[src/rtl/mem_stage_pkg.sv]
// Shared types and sizing helpers for the MEM-stage controller.
// Macro WBUF_EN (top level) enables the one-entry posted write buffer.
package mem_stage_pkg;

    localparam int ADDR_W_DEF  = 32;
    localparam int DATA_W_DEF  = 32;
    localparam int TIMEOUT_DEF = 64;

    typedef enum logic [1:0] {
        ST_IDLE = 2'd0,
        ST_BUSY = 2'd1,
        ST_DONE = 2'd2
    } state_e;

    // Bits needed to count 0..v-1; never less than one bit.
    function automatic int clog2(input int v);
        int r;
        r = 1;
        for (int i = 1; i < 31; i++) begin
            if ((1 << i) < v) r = i + 1;
        end
        return r;
    endfunction

endpackage

[src/rtl/mem_hs_port.sv]
// Request/acknowledge engine toward the data memory with a cycle-bounded wait.
// One access at a time; start_i is ignored while a request is outstanding.
module mem_hs_port
    import mem_stage_pkg::*;
#(
    parameter int ADDR_W  = ADDR_W_DEF,
    parameter int DATA_W  = DATA_W_DEF,
    parameter int TIMEOUT = TIMEOUT_DEF
) (
    input  logic              clk_i,
    input  logic              rst_ni,
    input  logic              start_i,
    input  logic              we_i,
    input  logic [ADDR_W-1:0] addr_i,
    input  logic [DATA_W-1:0] wdata_i,
    input  logic              mem_ack_i,
    output logic              done_o,
    output logic              ack_o,
    output logic              tmo_o,
    output logic              mem_req_o,
    output logic              mem_we_o,
    output logic [ADDR_W-1:0] mem_addr_o,
    output logic [DATA_W-1:0] mem_wdata_o
);

    localparam int CW = clog2(TIMEOUT);

    logic              req_q, req_d;
    logic              we_q, we_d;
    logic [ADDR_W-1:0] addr_q, addr_d;
    logic [DATA_W-1:0] wdata_q, wdata_d;
    logic [CW-1:0]     cnt_q, cnt_d;
    logic              last_cyc;

    assign last_cyc = (cnt_q == CW'(TIMEOUT - 1));
    assign ack_o    = req_q & mem_ack_i;
    assign tmo_o    = req_q & ~mem_ack_i & last_cyc;
    assign done_o   = ack_o | tmo_o;

    always_comb begin
        req_d   = req_q;
        we_d    = we_q;
        addr_d  = addr_q;
        wdata_d = wdata_q;
        cnt_d   = cnt_q;
        if (!req_q) begin
            if (start_i) begin
                req_d   = 1'b1;
                we_d    = we_i;
                addr_d  = addr_i;
                wdata_d = wdata_i;
                cnt_d   = '0;
            end
        end else if (done_o) begin
            req_d = 1'b0;
        end else begin
            cnt_d = cnt_q + CW'(1);
        end
    end

    always_ff @(posedge clk_i or negedge rst_ni) begin
        if (!rst_ni) begin
            req_q   <= 1'b0;
            we_q    <= 1'b0;
            addr_q  <= '0;
            wdata_q <= '0;
            cnt_q   <= '0;
        end else begin
            req_q   <= req_d;
            we_q    <= we_d;
            addr_q  <= addr_d;
            wdata_q <= wdata_d;
            cnt_q   <= cnt_d;
        end
    end

    assign mem_req_o   = req_q;
    assign mem_we_o    = we_q;
    assign mem_addr_o  = addr_q;
    assign mem_wdata_o = wdata_q;

endmodule

[src/rtl/mem_stage_ctrl.sv]
// MEM-stage controller: runs EX/MEM loads/stores on a multi-cycle memory and holds the pipeline.
// Define WBUF_EN to post stores into a one-entry buffer drained in the background.
module mem_stage_ctrl
    import mem_stage_pkg::*;
#(
    parameter int ADDR_W  = ADDR_W_DEF,
    parameter int DATA_W  = DATA_W_DEF,
    parameter int TIMEOUT = TIMEOUT_DEF
) (
    input  logic              clk_i,
    input  logic              start_i,
    input  logic              MemRead_i,
    input  logic              MemWrite_i,
    input  logic [ADDR_W-1:0] Addr_i,
    input  logic [DATA_W-1:0] Wdata_i,
    output logic              stall_o,
    output logic [DATA_W-1:0] Rdata_o,
    output logic              err_o,
    output logic              mem_req_o,
    output logic              mem_we_o,
    output logic [ADDR_W-1:0] mem_addr_o,
    output logic [DATA_W-1:0] mem_wdata_o,
    input  logic              mem_ack_i,
    input  logic [DATA_W-1:0] mem_rdata_i
);

    state_e            state_q;
    logic [DATA_W-1:0] rdata_q;
    logic              err_q;
    logic              acc;
    logic              fsm_go;
    logic              hs_start, hs_we, hs_done, hs_ack, hs_tmo;
    logic [ADDR_W-1:0] hs_addr;
    logic [DATA_W-1:0] hs_wdata;
    logic              hold;

    assign acc = MemRead_i | MemWrite_i;

`ifdef WBUF_EN
    logic              wb_vld_q;
    logic [ADDR_W-1:0] wb_addr_q;
    logic [DATA_W-1:0] wb_data_q;
    logic              post_wr;
    logic              drain_go;

    // The buffer only fills from IDLE and the FSM only leaves IDLE with it empty,
    // so a drain and a main-path access can never contend for the port.
    assign post_wr  = (state_q == ST_IDLE) & MemWrite_i & ~wb_vld_q;
    assign fsm_go   = (state_q == ST_IDLE) & MemRead_i & ~MemWrite_i & ~wb_vld_q;
    assign drain_go = wb_vld_q & ~mem_req_o;
    assign hs_start = fsm_go | drain_go;
    assign hs_we    = drain_go;
    assign hs_addr  = drain_go ? wb_addr_q : Addr_i;
    assign hs_wdata = drain_go ? wb_data_q : Wdata_i;
    assign hold     = ((state_q == ST_IDLE) & acc & ~post_wr) | (state_q == ST_BUSY);

    always_ff @(posedge clk_i or negedge start_i) begin
        if (!start_i) begin
            wb_vld_q  <= 1'b0;
            wb_addr_q <= '0;
            wb_data_q <= '0;
        end else if (post_wr) begin
            wb_vld_q  <= 1'b1;
            wb_addr_q <= Addr_i;
            wb_data_q <= Wdata_i;
        end else if (wb_vld_q && hs_done) begin
            wb_vld_q  <= 1'b0;
        end
    end
`else
    assign fsm_go   = (state_q == ST_IDLE) & acc;
    assign hs_start = fsm_go;
    assign hs_we    = MemWrite_i;
    assign hs_addr  = Addr_i;
    assign hs_wdata = Wdata_i;
    assign hold     = fsm_go | (state_q == ST_BUSY);
`endif

    mem_hs_port #(
        .ADDR_W  (ADDR_W),
        .DATA_W  (DATA_W),
        .TIMEOUT (TIMEOUT)
    ) u_hs (
        .clk_i       (clk_i),
        .rst_ni      (start_i),
        .start_i     (hs_start),
        .we_i        (hs_we),
        .addr_i      (hs_addr),
        .wdata_i     (hs_wdata),
        .mem_ack_i   (mem_ack_i),
        .done_o      (hs_done),
        .ack_o       (hs_ack),
        .tmo_o       (hs_tmo),
        .mem_req_o   (mem_req_o),
        .mem_we_o    (mem_we_o),
        .mem_addr_o  (mem_addr_o),
        .mem_wdata_o (mem_wdata_o)
    );

    // Any timed-out access, main path or drain, latches the error.
    always_ff @(posedge clk_i or negedge start_i) begin
        if (!start_i) begin
            state_q <= ST_IDLE;
            rdata_q <= '0;
            err_q   <= 1'b0;
        end else begin
            if (hs_tmo) err_q <= 1'b1;
            case (state_q)
                ST_IDLE: if (fsm_go) state_q <= ST_BUSY;
                ST_BUSY: begin
                    if (hs_done) begin
                        if (hs_ack && !mem_we_o) rdata_q <= mem_rdata_i;
                        state_q <= ST_DONE;
                    end
                end
                ST_DONE: state_q <= ST_IDLE;
                default: state_q <= ST_IDLE;
            endcase
        end
    end

    assign stall_o = start_i & hold;
    assign Rdata_o = rdata_q;
    assign err_o   = err_q;

endmodule

[config.mk]
export PLATFORM = sky130hd
export DESIGN_NAME = mem_stage_ctrl
export DESIGN_NICKNAME = d
export VERILOG_FILES = /design/src/rtl/mem_stage_pkg.sv /design/src/rtl/mem_hs_port.sv /design/src/rtl/mem_stage_ctrl.sv
export SDC_FILE = /design/constraint.sdc
export NUM_CORES = 1
export LEC_CHECK = 0
export CORE_MARGIN = 2
export CORE_UTILIZATION = 30
export CTS_BUF_LIST = sky130_fd_sc_hd__clkbuf_4 sky130_fd_sc_hd__clkbuf_8
export DETAILED_ROUTE_END_ITERATION = 8
export HOLD_SLACK_MARGIN = 0.02
export PLACE_DENSITY_LB_ADDON = 0.2
export SLEW_MARGIN = 20
export SYNTH_ARGS = -nofsm -noshare
export SYNTH_HDL_FRONTEND = slang
export SYNTH_SLANG_ARGS = --single-unit
[constraint.sdc]
create_clock -name clk_i -period 1.48 [get_ports clk_i]
set_input_delay 0.222 -clock clk_i [delete_from_list [all_inputs] [get_ports clk_i]]
set_output_delay 0.222 -clock clk_i [all_outputs]
set_load 0.02 [all_outputs]
# Yosys cells after proc, flatten, opt, wreduce, memory -nomap -nowiden
# Cells that the tools add are included.
# op_classes
muxes	9
n_reduce_logical	8
n_eq_ne	5
addsub	1
n_bitwise	10
# ops
op	count
2-to-1 mux 6 bit	3
adder 6 x 1 -> 6 bit (second input constant)	1
equality test 6 bit (second input constant)	1
inequality test 2 bit (second input constant)	3
AND reduction 2 bit	3
bitwise AND 1 bit	5
2-to-1 mux 2 bit	2
case mux 2 bit (2 select lines)	1
2-to-1 mux 1 bit	3
OR 1 bit	3
AND reduction 3 bit	1
equality test 2 x 1 -> 1 bit (second input constant)	1
logical NOT 2 bit	1
NOT 1 bit	2
nonzero test 2 bit	1
logical AND 1 bit	1
logical NOT 1 bit	1
# word_totals
register_bits	107
in_bits	101
output_inout_bits	100

# Logic depth before layout (Yosys ltp)
# Gate-level depths: netlist of run 1.
# logic_depth
word_depth	6
ltp_mapped	6

# By module
# Synthesis of run 1 repeated with hierarchy kept, for this count alone.
# hier_totals
hier_cells	403
hier_area_um2	4346.7
# by_module_without_submodules
mod	cells_per_inst	n_inst	area_per_inst_um2
mem_hs_port	323	1	2867.8
mem_stage_ctrl	80	1	1478.9

# Worst setup path before layout of run 1
# OpenSTA, ideal clock, no wires.
# synth_timing
kind	reg-to-reg
from	reg u_hs.req_q, in the netlist u_hs.mem_req_o
to	reg rdata_q[10], in the netlist Rdata_o[10]
period_less_slack_ns	1.679
setup_ns	0.125
path_slack_ns	-0.199
required_time_ns	1.355
stages_incl_launch_ff	5
t_arrival_ns	1.554
path_cell_list	dfrtp_1 > nand2_2 > nor4b_4 > buf_6 > mux2_2
# synth_via
elab_chain_cells	4
elab_cells_between_ends	6
classes_between	bitwise: 4; reduce/logical: 2
# synth_rtl
item	line_no	source
start, declared	mem_hs_port.sv:28	logic req_q, req_d;
start signal, assigned	mem_hs_port.sv:69	req_q <= req_d;
bitwise AND 1 bit (2 in series)	mem_hs_port.sv:37	assign tmo_o = req_q & ~mem_ack_i & last_cyc;
OR 1 bit	mem_hs_port.sv:38	assign done_o = ack_o | tmo_o;
AND reduction 3 bit (no source line) *	n/a	
end signal, assigned	mem_stage_ctrl.sv:112	if (hs_ack && !mem_we_o) rdata_q <= mem_rdata_i;
end, declared	mem_stage_ctrl.sv:28	logic [DATA_W-1:0] rdata_q;
# Mark *: on every way between the ends. The rest lies on a longest branch, timed or not.
# A chain may end at the register's enable or synchronous reset.

# Worst setup path in the final report of run 1
# layout_timing
from	reg state_q[0]
to	reg rdata_q[26], in the netlist Rdata_o[26]
# layout_via
elab_chain_cells	2
# layout_rtl
item	line_no	source
start, declared	mem_stage_ctrl.sv:27	state_e state_q;
start signal, assigned	mem_stage_ctrl.sv:103	state_q <= ST_IDLE;
start signal, assigned	mem_stage_ctrl.sv:109	ST_IDLE: if (fsm_go) state_q <= ST_BUSY;
start signal, assigned	mem_stage_ctrl.sv:113	state_q <= ST_DONE;
equality test 2 x 1 -> 1 bit	mem_stage_ctrl.sv:108	case (state_q)
AND reduction 3 bit (no source line)	n/a	
# No other way between the ends.

==> results of run 1 <==
[layer usage]
layer  share of wire (%)  wire, um
met5                   0         0
met4                 1.7       172
met1                  43      4400
met3                 9.3       943
met2                  46      4670
[power by group through the flow]
stage                     clock [W]  combinational [W]  sequential, W
after global placement            0            0.00749        0.00507
after CTS                   0.00205            0.00666        0.00502
after global routing        0.00217            0.00727        0.00522
final                       0.00195            0.00684        0.00501
after detailed placement          0            0.00757        0.00514
after floorplan                   0            0.00215        0.00681
[area by class of cell]
cell class	instances	area (sq um)	share of cell area (%)
flip-flops and latches	107	2680	39.7
inverters	2	7.51	0.111
well taps	176	220	3.27
repair buffers	226	2160	32.1
clock inverters	3	65.1	0.965
multi-input cells	137	1460	21.7
clock buffers	12	146	2.17
[worst reg2reg max path, cell delays in order (launching register included)]
cell and delay, ns:
dfrtp_1 0.37, buf_6 0.11, buf_6 0.09, nand2_4 0.05, nor4b_4 0.26, buf_6 0.19, buf_8 0.15, mux2_2 0.33
[layout by cell type, fill, tap and decap left out, types with 2 or more instances in the layout]
| cell type | netlist | final |
|---|---|---|
| dfrtp_1 | 107 | 106 |
| clkdlybuf4s50_1 | 0 | 99 |
| dlygate4sd2_1 | 0 | 97 |
| mux2_2 | 88 | 68 |
| mux2_4 | 6 | 26 |
| buf_4 | 0 | 16 |
| clkbuf_8 | 0 | 9 |
| nand2_1 | 6 | 6 |
| nand3_1 | 5 | 5 |
| buf_12 | 0 | 4 |
| nor3_1 | 3 | 3 |
| nor2_1 | 3 | 3 |
| o21ai_0 | 4 | 3 |
| a22o_1 | 3 | 3 |
| clkbuf_4 | 0 | 3 |
| buf_2 | 6 | 3 |
| buf_6 | 4 | 3 |
| and2_1 | 2 | 2 |
| inv_1 | 2 | 2 |
| a21o_1 | 2 | 2 |
| mux2_1 | 2 | 2 |
| bufinv_16 | 0 | 2 |
| clkbuf_16 | 0 | 2 |
[flip-flops by register name, indices dropped and copies added (netlist names)]
| register | cells |
|---|---|
| Rdata_o | 32 |
| u_hs.cnt_q | 6 |
| u_hs.mem_wdata_o | 32 |
| u_hs.mem_we_o | 1 |
| err_o | 1 |
| u_hs.mem_addr_o | 32 |
| u_hs.mem_req_o | 1 |
| state_q | 2 |
[path summary, 6_finish.rpt]
kind	end	slack, ns	depth (start not counted)
setup / recovery	Rdata_o[26]	-0.20	7
max in group asynchronous	u_hs.mem_addr_o[28]	0.53	3
min in group asynchronous	u_hs.mem_wdata_o[30]	0.47	3
hold reg to reg	err_o	0.46	1
setup reg to reg	Rdata_o[26]	-0.20	7
hold / removal	Rdata_o[7]	0.45	2
[metrics by stage]
step           setup slack, ns  instances  total power (W)  area, sq um  hold WS, ns
2_1_floorplan          -0.0931        256          0.00896         4150      -0.0736
3_5_place_dp            -0.379        641           0.0127         6480        0.363
4_1_cts                 -0.170        658           0.0137         6590        0.423
3_3_place_gp            -0.381        641           0.0126         6480        0.361
6_report                -0.196        663           0.0138         6740        0.447
5_1_grt                 -0.264        663           0.0147         6740        0.438
[timing repair]
| item | in CTS | in global routing |
|---|---|---|
| hold buffers | 1 | 0 |
| setup endpoints to repair | 135 | 105 |
| pin swaps | 0 | 2 |
| buffers inserted | 1 | 2 |
| gates cloned | 0 | 3 |
| resized for setup | 107 | 29 |
| endpoints found under the hold margin | 107 | 0 |
[logic make-up (layout without fill, tap and decap cells)]
family,after synthesis,count (layout),synth area share [%]
adders and majority gates,1,1,0.303
AOI/OAI and AO/OA,13,13,2.27
buffers and inverters,12,243,2.00
muxes,97,97,26.9
DFF,107,107,64.8
and+or+nand+nor,26,26,3.72
[cell usage after synthesis, types with 2 or more instances]
master	n	area (sq um)
mux2_1	2	22.5
buf_6	4	45.0
nor3_1	3	15.0
dfrtp_1	107	2680
o21ai_0	4	20.0
nand2_1	6	22.5
buf_2	6	30.0
nor2_1	3	11.3
nand3_1	5	25.0
inv_1	2	7.51
mux2_4	6	90.1
a22o_1	3	26.3
a21o_1	2	15.0
mux2_2	88	991
and2_1	2	12.5
==> flow_metrics.env, run 1 <==
export IMPL_status="finished with violations"
export IMPL_violations="setup timing"
export IMPL_min_period_ns=1.68
export IMPL_final_core_util_pct=50.5
export IMPL_grt_start_max_net_pins=108
export IMPL_cts_max_level=3
export IMPL_fmax_mhz=597
export IMPL_ys_async_sr_fraction_pct=100
export IMPL_grt_busiest_layer="met2"
export IMPL_p_comb_share_pct=49.5
export IMPL_gp_congestion=0.654
export IMPL_critPathMaxFanout=8
export IMPL_grtUsageTotal_pct=13.2
export IMPL_chipWidth_um=121
export IMPL_num_fill_cells=1191
export IMPL_insertion_delay_ns=0.37
export IMPL_setup_violations=83
export IMPL_layout_nets=585
export IMPL_synth_cell_types=28
export IMPL_clock_path_buffers=2
export IMPL_path_buf_inv=4
export IMPL_clockRootBuffer="clkbuf_8"
export IMPL_vias=2911
export IMPL_cpPeakStageDelay_ns=0.37
export IMPL_seqPwrFrac_pct=36.3
export IMPL_syn_area_per_cell_sq_um=16.1
export IMPL_endpoint_kind="flop"
export IMPL_fin_tns_setup_ns=-6.97
export IMPL_hold_viol=0
export IMPL_critical_path_class="reg -> reg"
export IMPL_yosysSeqAreaShare_pct=64.8
export IMPL_synth_warnings=0
export IMPL_drtIter0Drc=115
export IMPL_ys_flop_type="dfrtp_1"
export IMPL_crit_path_start="state_q[0]"
export IMPL_netlist_area_sq_um=4130
export IMPL_place_hpwl_mm=6.99
export IMPL_setup_slack_ns=-0.196
export IMPL_tightest_slew_ns=0.586
export IMPL_drive_gt1_share_pct=29.4
export IMPL_p_sw_share_pct=36.1
export IMPL_rsz0062_at_grt="yes"
export IMPL_timing_slew_headroom_pct=61.0
export IMPL_synth_edf_count=0
export IMPL_met1_usage_pct=16.2
export IMPL_net_switching_power_w=0.00499
export IMPL_syn_num_nets=358
export IMPL_io_buffer_count=200
export IMPL_slew_violations=0
export IMPL_cts_buffers_inserted=9
export IMPL_core_rowCount=42
export IMPL_grtUsageMet2_pct=20.8
export IMPL_wirelength_mm=10.2
export IMPL_cp_slowest_cell="dfrtp_1"
export IMPL_powerDensity_nw_per_um2=2050
export IMPL_clock_sinks=107
export IMPL_wl_per_cell_um=15.4
export IMPL_critPathTopFamily="buffers and inverters"
export IMPL_design_core_area_sq_um=13300
export IMPL_postRouteAntennaNets=0
export IMPL_overflow=0
export IMPL_power_leakage_nw=3.12
export IMPL_cts_tree="yes"
export IMPL_timing_final_crit_share_pct=113
export IMPL_die_area_sq_um=14700
export IMPL_initial_utilization_pct=31.0
export IMPL_clk_pin_slew_ns=0.10
export IMPL_worstPathCellList="buf_6, buf_6, nand2_4, nor4b_4, buf_6, buf_8, mux2_2"
export IMPL_crit_path_start_kind="flop"
export IMPL_synthCells=256
export IMPL_use_met3_pct=4.79
export IMPL_r2r_start="state_q[0]"
export IMPL_peakVddDrop_mv=0.780
export IMPL_synth_seq_cells=107
export IMPL_cpMostUsedCell="buf_6"
export IMPL_power_frac_clock_pct=14.1
export IMPL_diodes=0
export IMPL_finClkSkew_ns=0.0159
export IMPL_first_pass_iters=3
export IMPL_grt_pass1_vias=3029
export IMPL_pin_count=201
export IMPL_maxCapViolCount=0
export IMPL_die_height_um=121
export IMPL_min_path_type="in -> reg"
export IMPL_drt_vias_per_instance=4.39
export IMPL_p_int_w=0.00882
export IMPL_arrival_ns=1.93
export IMPL_drc=0
export IMPL_worstHoldStart="mem_rdata_i[7]"
export IMPL_grt_pass1_wl_mm=15.0
export IMPL_area_growth_pct=63.1
export IMPL_required_ns=1.73
export IMPL_antenna_found_initial=0
(Power assumes the default switching activity.)
==> inputs of run 2 (changes only) <==
--- a/config.mk
+++ b/config.mk
@@ -9,6 +9,7 @@
 export CORE_UTILIZATION = 30
 export CTS_BUF_LIST = sky130_fd_sc_hd__clkbuf_4 sky130_fd_sc_hd__clkbuf_8
 export DETAILED_ROUTE_END_ITERATION = 8
+export DONT_BUFFER_PORTS = 1
 export HOLD_SLACK_MARGIN = 0.02
 export PLACE_DENSITY_LB_ADDON = 0.2
 export SLEW_MARGIN = 20
==> flow_metrics.env, run 2 (same netlist as run 1, synthesis figures left out) <==
export IMPL_fmax_mhz=643
export IMPL_critPathMaxFanout=8
export IMPL_peakVddDrop_mv=0.929
export IMPL_worstPathCellList="nand2_2, nor4b_4, buf_6, buf_8, mux2_2"
export IMPL_vias=2503
export IMPL_gp_congestion=0.665
export IMPL_clockRootBuffer="clkbuf_8"
export IMPL_cts_max_level=3
export IMPL_clock_path_buffers=2
export IMPL_core_rowCount=42
export IMPL_first_pass_iters=2
export IMPL_setup_violations=36
export IMPL_hold_buffers=98
export IMPL_p_int_w=0.00747
export IMPL_die_area_sq_um=14700
export IMPL_place_ws_ns=-0.0174
export IMPL_final_core_util_pct=43.5
export IMPL_arrival_ns=1.82
export IMPL_power_w=0.0122
export IMPL_initial_utilization_pct=31.0
export IMPL_status="finished with violations"
export IMPL_slew_violations=0
export IMPL_wl_per_cell_um=17.2
export IMPL_grt_pass1_wl_mm=13.9
export IMPL_cp_slowest_cell="dfrtp_1"
export IMPL_insertion_delay_ns=0.37
export IMPL_min_period_ns=1.55
export IMPL_r2r_start="state_q[0]"
export IMPL_io_buffer_count=0
export IMPL_placed_area_sq_um=4420
export IMPL_grt_start_max_net_pins=109
export IMPL_timing_final_crit_share_pct=105
export IMPL_die_height_um=121
export IMPL_cts_buffers_inserted=9
export IMPL_overflow=0
export IMPL_design_core_area_sq_um=13300
export IMPL_drc=0
export IMPL_r2r_cells=5
export IMPL_place_hpwl_mm=5.73
export IMPL_final_common_cell="dfrtp_1"
export IMPL_postRouteAntennaNets=0
export IMPL_clock_sinks=107
export IMPL_power_frac_clock_pct=15.9
export IMPL_net_switching_power_w=0.00470
export IMPL_num_fill_cells=1216
export IMPL_area_growth_pct=40.5
export IMPL_layout_nets=475
export IMPL_drtIter0Drc=79
export IMPL_maxCapViolCount=0
export IMPL_endpoint_kind="flop"
export IMPL_crit_path_start_kind="flop"
export IMPL_wirelength_mm=9.50
export IMPL_chipWidth_um=121
export IMPL_design_area_sq_um=5810
export IMPL_finClkSkew_ns=0.0151
export IMPL_p_sw_share_pct=38.6
export IMPL_hold_ws_ns=-0.472
export IMPL_violations="hold timing, setup timing"
export IMPL_rr_endpoint="Rdata_o[12]"
export IMPL_grt_pass1_vias=2812
export IMPL_fin_tns_setup_ns=-1.85
export IMPL_diodes=0
export IMPL_antenna_found_initial=0
export IMPL_timing_slew_headroom_pct=78.8
export IMPL_required_ns=1.74
export IMPL_power_leakage_nw=2.55
export IMPL_grtUsageTotal_pct=12.2
export IMPL_clk_pin_slew_ns=0.10
export IMPL_p_comb_share_pct=26.0
export IMPL_min_path_type="in -> async"
export IMPL_critical_path_class="reg -> reg"
export IMPL_rrSetupSlack_ns=-0.07
export IMPL_setup_slack_ns=-0.0744
export IMPL_layout_common_cells="dfrtp_1, dlygate4sd3_1, mux2_2"
export IMPL_hold_viol=107
export IMPL_powerDensity_nw_per_um2=2100
export IMPL_pin_count=201
export IMPL_drt_vias_per_instance=4.52
export IMPL_cpPeakStageDelay_ns=0.41
export IMPL_drive_gt1_share_pct=35.7
export IMPL_rsz0062_at_grt="yes"
export IMPL_seqPwrFrac_pct=58.1
export IMPL_cts_tree="yes"
export IMPL_tightest_slew_ns=0.318
## run 2: cell types whose count changed in the layout (fill, tap and decap cells not counted), moves of 2 or more
cell             change
clkdlybuf4s50_1     -99
dlygate4sd2_1       -97
dlygate4sd3_1       +97
mux2_2               -6
mux2_4               +6
buf_4                -5
buf_2                -3
buf_6                -2
## run 2: worst max-delay path, delay by kind of cell, from the launching register on
family | cells | cell delay, ns
flip-flops | 1 | 0.41
AND/OR/NAND/NOR | 2 | 0.35
multiplexers | 1 | 0.34
buffers and inverters | 2 | 0.34
## run 2: worst max-delay path by stage
stage	start	endpoint	depth (start not counted)
6_report	state_q[0]	Rdata_o[12]	5
5_1_grt	state_q[0]	Rdata_o[11]	5
4_1_cts	state_q[1]	stall_o	3
3_5_place_dp	state_q[1]	Rdata_o[28]	3
3_3_place_gp	u_hs.mem_req_o	u_hs.mem_wdata_o[28]	4
2_1_floorplan	u_hs.mem_req_o	Rdata_o[10]	4
## run 2: area by class of cell
cell class                      instances  area [sq um]  area share [%]
Inverter                                2          7.51           0.129
Timing Repair Buffer                  116          1200            20.7
Clock inverter                          5          77.6            1.34
Tap cell                              176           220            3.79
Sequential cell                       107          2680            46.1
Clock buffer                           11           139            2.39
Multi-Input combinational cell        137          1480            25.6
## run 2: repair_timing
item	4_1_cts	5_1_grt
cloned	0	3
endpoints found under the setup margin	52	103
gates resized for setup	5	27
endpoints found under the hold margin	205	107
setup buffers	0	2
pin swaps	1	2
## run 2: power by group through the flow
stage / clock [W] / sequential, W / combinational [W]
2_1_floorplan: 0 / 0.00681 / 0.00215
4_1_cts: 0.00203 / 0.00707 / 0.00288
3_5_place_dp: 0 / 0.00711 / 0.00265
5_1_grt: 0.00216 / 0.00725 / 0.00343
3_3_place_gp: 0 / 0.00713 / 0.00251
6_report: 0.00193 / 0.00708 / 0.00316
## run 2: metrics by stage
stage / hold WS [ns] / instances
6_report: -0.472 / 554
5_1_grt: -0.507 / 554
4_1_cts: -0.506 / 549
3_5_place_dp: -0.0714 / 435
3_3_place_gp: -0.0710 / 435
2_1_floorplan: -0.0736 / 256
## run 2: routing by layer
| metal | global-route usage (%) | vias to the layer above | share of wire, % |
|---|---|---|---|
| li1 | - | 1130 | - |
| met1 | 13.6 | 1225 | 39 |
| met2 | 20.4 | 135 | 49 |
| met3 | 4.18 | 13 | 9.6 |
| met4 | 6.75 | 0 | 2.3 |
| met5 | 0 | - | 0 |
